## src/rtl/fetch_unit.sv

```systemverilog
// Dual-issue fetch stage: owns the PC, issues 8-byte requests, buffers responses in a
// credit-managed FIFO and hands {inst_a, inst_b, pc_a, pc_b} to decode. FETCH_PERF_EN adds perf counters.
package fetch_pkg;
  typedef struct packed {
    logic [31:0] inst_a;
    logic [31:0] inst_b;
    logic [31:0] pc_a;
    logic [31:0] pc_b;
  } fetchStruct;
endpackage

// Handshakes: a transfer happens on a clock edge where valid && ready are both high;
// valid never depends on ready. Responses have no ready: credits guarantee a FIFO slot.
module fetch_unit
  import fetch_pkg::*;
#(
  parameter logic [31:0] RESET_PC   = 32'h0000_0000,
  parameter int          FIFO_DEPTH = 4
) (
  input  logic        clk,
  input  logic        reset,
  output logic        imem_req_valid,
  input  logic        imem_req_ready,
  output logic [31:0] imem_req_addr,
  input  logic        imem_rsp_valid,
  input  logic [63:0] imem_rsp_data,
  output fetchStruct  fd_reg,
  output logic        fd_valid,
  input  logic        fd_ready,
  input  logic        redirect_valid,
  input  logic [31:0] redirect_pc
`ifdef FETCH_PERF_EN
  ,
  output logic [31:0] perf_stall_cnt,
  output logic [31:0] perf_redirect_cnt
`endif
);

  localparam int PW = $clog2(FIFO_DEPTH);
  localparam int CW = PW + 1;

  logic [31:0]   pc_q, pc_d;
  logic [31:0]   rsp_pc_q, rsp_pc_d;
  logic [CW-1:0] out_q, out_d;
  logic [CW-1:0] drop_q, drop_d;
  logic [CW-1:0] count_q, count_d;
  logic [PW-1:0] wr_ptr_q, wr_ptr_d;
  logic [PW-1:0] rd_ptr_q, rd_ptr_d;
  fetchStruct    buf_q [FIFO_DEPTH];

  logic          req_fire, rsp_fire, push, pop;
  logic [CW:0]   credit_used;
  fetchStruct    push_entry;
  logic [31:0]   redirect_base;
  logic          unused_redirect_lsb;

  assign redirect_base       = {redirect_pc[31:3], 3'b000};
  assign unused_redirect_lsb = ^redirect_pc[2:0];

  // Outstanding requests plus buffered pairs may never exceed the FIFO size.
  assign credit_used    = {1'b0, out_q} + {1'b0, count_q};
  assign imem_req_valid = !reset && !redirect_valid &&
                          (credit_used < (CW+1)'(FIFO_DEPTH));
  assign imem_req_addr  = pc_q;

  assign req_fire = imem_req_valid && imem_req_ready;
  assign rsp_fire = imem_rsp_valid;
  assign fd_valid = (count_q != '0) && !redirect_valid;
  assign fd_reg   = buf_q[rd_ptr_q];
  assign pop      = fd_valid && fd_ready;
  assign push     = rsp_fire && (drop_q == '0) && !redirect_valid;

  assign push_entry = '{inst_a: imem_rsp_data[31:0], inst_b: imem_rsp_data[63:32],
                        pc_a: rsp_pc_q, pc_b: rsp_pc_q + 32'd4};

  always_comb begin
    pc_d     = pc_q;
    rsp_pc_d = rsp_pc_q;
    out_d    = out_q;
    drop_d   = drop_q;
    count_d  = count_q;
    wr_ptr_d = wr_ptr_q;
    rd_ptr_d = rd_ptr_q;
    if (redirect_valid) begin
      // Everything still in flight after this cycle belongs to the old path.
      pc_d     = redirect_base;
      rsp_pc_d = redirect_base;
      out_d    = out_q - CW'(rsp_fire);
      drop_d   = out_q - CW'(rsp_fire);
      count_d  = '0;
      wr_ptr_d = '0;
      rd_ptr_d = '0;
    end else begin
      if (req_fire) pc_d = pc_q + 32'd8;
      out_d = out_q + CW'(req_fire) - CW'(rsp_fire);
      if (rsp_fire && (drop_q != '0)) drop_d = drop_q - CW'(1);
      if (push) begin
        rsp_pc_d = rsp_pc_q + 32'd8;
        wr_ptr_d = wr_ptr_q + PW'(1);
      end
      if (pop) rd_ptr_d = rd_ptr_q + PW'(1);
      count_d = count_q + CW'(push) - CW'(pop);
    end
  end

  always_ff @(posedge clk) begin
    if (reset) begin
      pc_q     <= RESET_PC;
      rsp_pc_q <= RESET_PC;
      out_q    <= '0;
      drop_q   <= '0;
      count_q  <= '0;
      wr_ptr_q <= '0;
      rd_ptr_q <= '0;
      for (int i = 0; i < FIFO_DEPTH; i++) buf_q[i] <= '0;
    end else begin
      pc_q     <= pc_d;
      rsp_pc_q <= rsp_pc_d;
      out_q    <= out_d;
      drop_q   <= drop_d;
      count_q  <= count_d;
      wr_ptr_q <= wr_ptr_d;
      rd_ptr_q <= rd_ptr_d;
      if (push) buf_q[wr_ptr_q] <= push_entry;
    end
  end

`ifdef FETCH_PERF_EN
  logic [31:0] perf_stall_q, perf_redir_q;

  assign perf_stall_cnt    = perf_stall_q;
  assign perf_redirect_cnt = perf_redir_q;

  // Both counters saturate rather than wrap.
  always_ff @(posedge clk) begin
    if (reset) begin
      perf_stall_q <= '0;
      perf_redir_q <= '0;
    end else begin
      if (fd_valid && !fd_ready && (perf_stall_q != '1)) perf_stall_q <= perf_stall_q + 32'd1;
      if (redirect_valid && (perf_redir_q != '1)) perf_redir_q <= perf_redir_q + 32'd1;
    end
  end
`endif

endmodule

```

## config.mk

```make
export PLATFORM = sky130hd
export DESIGN_NAME = fetch_unit
export DESIGN_NICKNAME = d
export VERILOG_FILES = /design/src/rtl/fetch_unit.sv
export SDC_FILE = /design/constraint.sdc
export NUM_CORES = 1
export LEC_CHECK = 0
export CORE_MARGIN = 5
export CORE_UTILIZATION = 30
export CTS_BUF_LIST = sky130_fd_sc_hd__clkbuf_8
export DETAILED_ROUTE_END_ITERATION = 16
export GPL_ROUTABILITY_DRIVEN = 1
export PLACE_DENSITY_LB_ADDON = 0.1
export SLEW_MARGIN = 25
export SYNTH_ARGS = -nofsm -noshare
export SYNTH_HDL_FRONTEND = slang
export SYNTH_SLANG_ARGS = --single-unit
```

## constraint.sdc

```tcl
create_clock -name clk -period 23.4 [get_ports clk]
set_input_delay 4.68 -clock clk [delete_from_list [all_inputs] [get_ports clk]]
set_output_delay 4.68 -clock clk [all_outputs]
set_load 0.01 [all_outputs]
```

==> results of run 1 <==
-- kinds of logic (layout without fill, tap and decap cells) --
kind of cell	count (synthesis)	in the layout	synth area share
and+or+nand+nor	580	580	0.128
DFF	449	449	0.644
buffers and inverters	249	525	0.0555
AOI/OAI and AO/OA	107	107	0.0364
muxes	99	99	0.110
xor gates and xnor gates	38	38	0.0168
adders and majority gates	14	14	0.00961
other	1	8	0.000189
-- final timing paths --
check,startpoint,endpoint,slack (ps)
setup reg to reg,drop_q[0],buf_q[0][73],19520
setup / recovery,redirect_valid,imem_req_valid,12390
hold / removal,rd_ptr_q[1],flop,530
hold reg to reg,rd_ptr_q[1],flop,530
-- cell usage in the layout, fill, tap and decap left out, types with 9 or more instances in the layout --
| cell type | synthesis | layout |
|---|---|---|
| sky130_fd_sc_hd__clkbuf_8 | 0 | 89 |
| sky130_fd_sc_hd__a21oi_1 | 16 | 16 |
| sky130_fd_sc_hd__buf_4 | 37 | 17 |
| sky130_fd_sc_hd__and2_1 | 9 | 9 |
| sky130_fd_sc_hd__edfxtp_1 | 376 | 376 |
| sky130_fd_sc_hd__nand2_1 | 138 | 136 |
| sky130_fd_sc_hd__mux4_2 | 94 | 94 |
| sky130_fd_sc_hd__nor2_1 | 326 | 326 |
| sky130_fd_sc_hd__xnor2_1 | 22 | 22 |
| sky130_fd_sc_hd__a31oi_1 | 16 | 16 |
| sky130_fd_sc_hd__nand4_1 | 16 | 16 |
| sky130_fd_sc_hd__nand3_1 | 28 | 28 |
| sky130_fd_sc_hd__clkinv_1 | 1 | 10 |
| sky130_fd_sc_hd__ha_1 | 12 | 12 |
| sky130_fd_sc_hd__inv_1 | 118 | 143 |
| sky130_fd_sc_hd__a211oi_1 | 20 | 20 |
| sky130_fd_sc_hd__xor2_1 | 16 | 16 |
| sky130_fd_sc_hd__nor3_1 | 9 | 9 |
| sky130_fd_sc_hd__dfxtp_1 | 73 | 71 |
| sky130_fd_sc_hd__and3_1 | 9 | 9 |
| sky130_fd_sc_hd__clkdlybuf4s50_1 | 0 | 251 |
-- where the power goes --
part	leakage (nW)	internal, mW	total [mW]	switching, mW
Sequential	4.49	0.903	0.921	0.0188
Combinational	3.50	0.0684	0.151	0.0830
Clock	0.817	0.355	0.674	0.319
-- flip-flops by register name (all words and copies together), names as in the netlist, named ones only --
signal / cells
count_q: 3
rsp_pc_q: 29
out_q: 3
buf_q: 376
drop_q: 3
imem_req_addr: 29
wr_ptr_q: 2
rd_ptr_q: 2
-- stage by stage --
step | cell area, um^2 | power, mW | hold WS (ps) | instances
detailed placement | 23000 | 1.09 | 516 | 2552
CTS | 24400 | 1.78 | 532 | 2683
finish | 24400 | 1.75 | 527 | 2684
global placement | 23000 | 1.09 | 501 | 2552
global route | 24400 | 1.83 | 560 | 2684
floorplan | 19800 | 1.01 | 485 | 1544
-- cell type report --
cell class | count | share of cell area
flip-flops and latches | 449 | 0.522
multi-input cells | 846 | 0.246
repair buffers | 271 | 0.110
clock buffers | 89 | 0.0501
well taps | 864 | 0.0442
inverters | 123 | 0.0190
clock inverters | 42 | 0.00819
-- worst max-delay path, delay by kind of cell --
| kind | cells | cell delay (ps) |
|---|---|---|
| and+or+nand+nor | 2 | 320 |
| buffers and inverters | 3 | 1320 |
-- routing by layer --
metal,track usage,share of wire,vias to the layer above,wire [um]
li1,-,-,5894,-
met3,0.0317,0.050,73,2780
met2,0.264,0.49,285,27600
met1,0.200,0.44,6314,24700
met5,0,0,-,0
met4,0.0442,0.019,0,1080
-- Yosys cell counts (7+ instances only) --
cell	count	share of area
sky130_fd_sc_hd__or3_1	9	0.0028
sky130_fd_sc_hd__nand2_1	138	0.026
sky130_fd_sc_hd__xnor2_1	22	0.0097
sky130_fd_sc_hd__buf_1	18	0.0034
sky130_fd_sc_hd__and3_1	9	0.0028
sky130_fd_sc_hd__o21ai_0	9	0.0023
sky130_fd_sc_hd__a21oi_1	16	0.0040
sky130_fd_sc_hd__buf_4	37	0.014
sky130_fd_sc_hd__nand4_1	16	0.0051
sky130_fd_sc_hd__o21ai_1	7	0.0018
sky130_fd_sc_hd__clkbuf_1	56	0.011
sky130_fd_sc_hd__nor2_1	326	0.062
sky130_fd_sc_hd__a211oi_1	20	0.0076
sky130_fd_sc_hd__nor3_1	9	0.0023
sky130_fd_sc_hd__a31oi_1	16	0.0051
sky130_fd_sc_hd__nor4_2	7	0.0044
sky130_fd_sc_hd__nand3_1	28	0.0071
sky130_fd_sc_hd__ha_1	12	0.0076
sky130_fd_sc_hd__inv_1	118	0.022
sky130_fd_sc_hd__buf_2	14	0.0035
sky130_fd_sc_hd__edfxtp_1	376	0.57
sky130_fd_sc_hd__dfxtp_1	73	0.074
sky130_fd_sc_hd__mux4_2	94	0.11
sky130_fd_sc_hd__and2_1	9	0.0028
sky130_fd_sc_hd__xor2_1	16	0.0071
==> flow_summary.yaml, run 1 <==
place:
  dp_worst_setup_slack_ps: 12370
  place.gp.congestion: 0.762
  portBuffers: 252
  sum_of_net_half_perimeters_after_detailed_placement_um: 32800
synth:
  synth_edf_count: 376
  synth_flop_cell: "sky130_fd_sc_hd__edfxtp_1"
  mappedNetlistArea_um2: 19800
  syn-mean-instance-area_um2: 12.9
  yosys_register_bits: 449
  synth_cell_type_count: 61
  synthCells: 1537
  yosysSeqAreaShare: 0.644
  synth_warnings: 0
  fraction_of_synthesis_flops_using_an_asynchronous_set_or_reset_pin: 0
cts:
  clock_tree.htree_level_count: 3
  cts_inserted_buffers: 82
  cts_buffer_depth: 3
  post_cts_buffers: 0
  clk_pin_slew_worst_paths_ps: 50
  cts_hold_buffers: 0
  worst_skew_pair.late_latency_ps: 650
  clock_tree_root_buffer_cell: "sky130_fd_sc_hd__clkbuf_8"
  cts.sinks: 449
  cts_resized: 0
  cts_tree: "built"
flow_run:
  cap_violations: 0
sta:
  setup_viol: 0
  worst_slew_pin_slew_ps: 976
  clock_skew_ps: 27.8
  final_hold_violation_count: 0
  tns_ps: 0
  relSlewSlack: 0.349
  fmax_mhz: 90.8
  timing.final.crit_period_ps: 11010
  grt_setup_unrepaired: "false"
  final_max_slew_viol_count: 0
  min_period_over_period: 0.471
  layout_setup_ws_ps: 12390
min_path:
  hold_path_depth: 2
  hp-class: "flop to flop"
setup_path:
  worst_path_largest_cell_delay_ps: 480
  r2r_cells: 7
  crit_slowest_cell: "sky130_fd_sc_hd__clkdlybuf4s50_1"
  end_kind: "output pin"
  start_kind: "input port"
  worst-endpoint-arrival_ps: 6330
  timing.critical_path.cells: "clkdlybuf4s50_1, buf_4, nor3_1, and2_1, clkdlybuf4s50_1"
  cp_data_required_time_ps: 18720
  critical-path-top-cell-by-count: "sky130_fd_sc_hd__clkdlybuf4s50_1"
  critical_path.max_fanout: 38
  setup_cp_type: "input port to output pin"
routing:
  via_density: 4.68
  1st_pass_router_iterations: 5
  starting_drc_count_in_detailed_routing: 716
  routed_wirelength_um: 56100
  drc_violations: 0
  route.vias.total: 12600
  ant_nets: 0
  wire_per_inst_um: 20.9
power_and_ir_drop:
  p_leak_nw: 8.81
  power.density_nw_per_um2: 71.5
  worst_ir_drop_on_vdd_mv: 0.0284
grt:
  initial_antenna_violation_count: 0
  grt_start_max_net_pins: 62
  grt_util_all_layers: 0.155
  first_global_vias: 13600
  grt_first_pass_wirelength_um: 83900
  grt.overflow.total: 0
final_layout:
  multiInputGateArea_um2: 6020
  antenna_cells: 0
  final_net_count: 1889
  fin_util: 0.372
  regArea_um2: 12800
  layout-drive-gt1-share: 0.131
  area_growth_syn_to_layout_pct: 23.5
  final.fill_count: 6461
floorplanning:
  die_height_um: 267
  rows: 94
  floorplan.io_pins: 264
  die_w_um: 267
  die-area_um2: 71200
  core-area_um2: 65600
  initial_utilization: 0.302
run_status:
  status: "finished, final reports clean"
Power figures use the tool's default switching activity.
==> run 2, diff against run 1 <==
- clock period: 23.4 -> 10.23 ns (I/O delays scaled with it)
==> flow_summary.yaml, run 2 (synthesis results as in run 1) <==
run_status:
  status: "finished, final reports clean"
grt:
  met3_use_gr: 0.0325
  busiest_layer: "met2"
  grt_util_all_layers: 0.156
  grt.overflow.total: 0
  initial_antenna_violation_count: 1
  grt_start_max_net_pins: 67
  first_global_vias: 13600
  grt_first_pass_wirelength_um: 85300
  gr-usage-met2: 0.261
  global_route.usage.met1: 0.209
sta:
  clock_skew_ps: 23.2
  final_hold_violation_count: 0
  worst_slew_pin_slew_ps: 1040
  tns_ps: 0
  min_period_over_period: 0.560
  grt_setup_unrepaired: "false"
  relSlewSlack: 0.309
  final_max_slew_viol_count: 0
  fmax_mhz: 175
  timing.final.crit_period_ps: 5730
  setup_viol: 0
floorplanning:
  die_height_um: 267
  floorplan.io_pins: 264
  rows: 94
  core-area_um2: 65600
  die_w_um: 267
  initial_utilization: 0.302
  die-area_um2: 71200
final_layout:
  regMostFlops: "buf_q"
  fin_area_um2: 24400
  layout-drive-gt1-share: 0.129
  layout_common_cells: "376 x sky130_fd_sc_hd__edfxtp_1, 326 x sky130_fd_sc_hd__nor2_1, 251 x sky130_fd_sc_hd__clkdlybuf4s50_1"
  final_common_cell: "sky130_fd_sc_hd__edfxtp_1"
  area_growth_syn_to_layout_pct: 23.4
  final_net_count: 1890
  largest_register_ffs: 376
place:
  sum_of_net_half_perimeters_after_detailed_placement_um: 33100
  portBuffers: 252
  placedInstanceArea_um2: 23000
  place.gp.congestion: 0.764
cts:
  cts_tree: "built"
  post_cts_buffers: 0
  cts_buffer_depth: 3
  cts.sinks: 449
  cts_inserted_buffers: 83
  worst_skew_pair.late_latency_ps: 650
  cts_resized: 0
  clock_tree.htree_level_count: 3
  clk_pin_slew_worst_paths_ps: 60
  clock_tree_root_buffer_cell: "sky130_fd_sc_hd__clkbuf_8"
  cts_hold_buffers: 0
routing:
  route.vias.total: 12700
  wire_per_inst_um: 20.8
  starting_drc_count_in_detailed_routing: 629
  drc_violations: 0
  1st_pass_router_iterations: 4
  routed_wirelength_um: 56100
  via_density: 4.69
  ant_nets: 0
setup_path:
  r2r_cells: 8
  end_kind: "output pin"
  worst-endpoint-arrival_ps: 3680
  setup_cp_type: "input port to output pin"
  cp_data_required_time_ps: 8180
  critical_path.max_fanout: 38
  start_kind: "input port"
  r2r_setup_slack_ps: 6800
min_path:
  hp-class: "flop to flop"
  hold_path_depth: 2
flow_run:
  cap_violations: 0
power_and_ir_drop:
  worst_ir_drop_on_vdd_mv: 0.0736
  p_leak_nw: 8.84
  power.density_nw_per_um2: 163
==> run 2: changes by cell type in the layout (fill, tap and decap cells not counted), sizes merged <==
cell / change
diode: +2
inv: +13
clkinv: +9
bufinv: -1
clkinvlp: -1
clkbuf: -5
==> run 2: stage by stage <==
step | worst slack, ps | hold slack, ps | power [mW] | utilization | std cells
floorplan | 376 | 485 | 2.32 | - | 1544
global placement | 4220 | 507 | 2.50 | 0.350 | 2553
detailed placement | 4190 | 495 | 2.50 | 0.350 | 2553
CTS | 4460 | 512 | 4.05 | 0.372 | 2699
global route | 4400 | 552 | 4.17 | 0.372 | 2700
finish | 4500 | 515 | 3.98 | 0.372 | 2701
==> run 2: final cells by class <==
| cell class | instances | area, um^2 |
|---|---|---|
| fillers | 6507 | 41200 |
| repair buffers | 271 | 2660 |
| diodes | 2 | 5.00 |
| well taps | 864 | 1080 |
| clock buffers | 84 | 1160 |
| flip-flops and latches | 449 | 12800 |
| multi-input cells | 846 | 6020 |
| clock inverters | 62 | 263 |
| inverters | 123 | 464 |
==> run 2: final timing paths <==
kind / start / end
min: imem_req_addr[31] / imem_req_addr[31]
max reg2reg: drop_q[0] / buf_q[1][107]
max: redirect_valid / imem_req_valid
min reg2reg: imem_req_addr[31] / imem_req_addr[31]
==> run 2: layer usage <==
metal	vias up	part of all wire
met5	-	0
met4	0	0.017
met3	73	0.046
met2	293	0.49
met1	6390	0.45
li1	5915	-
==> run 2: worst max-delay path, stage by stage <==
cell                              delay (ps)
sky130_fd_sc_hd__clkdlybuf4s50_1         450
sky130_fd_sc_hd__buf_4                   390
sky130_fd_sc_hd__nor3_1                  120
sky130_fd_sc_hd__and2_1                  190
sky130_fd_sc_hd__clkdlybuf4s50_1         480
==> run 2: power by group <==
group          switching, mW  internal (mW)
logic                  0.189          0.157
clock network          0.763          0.761
registers             0.0434           2.06
total                  0.995           2.98
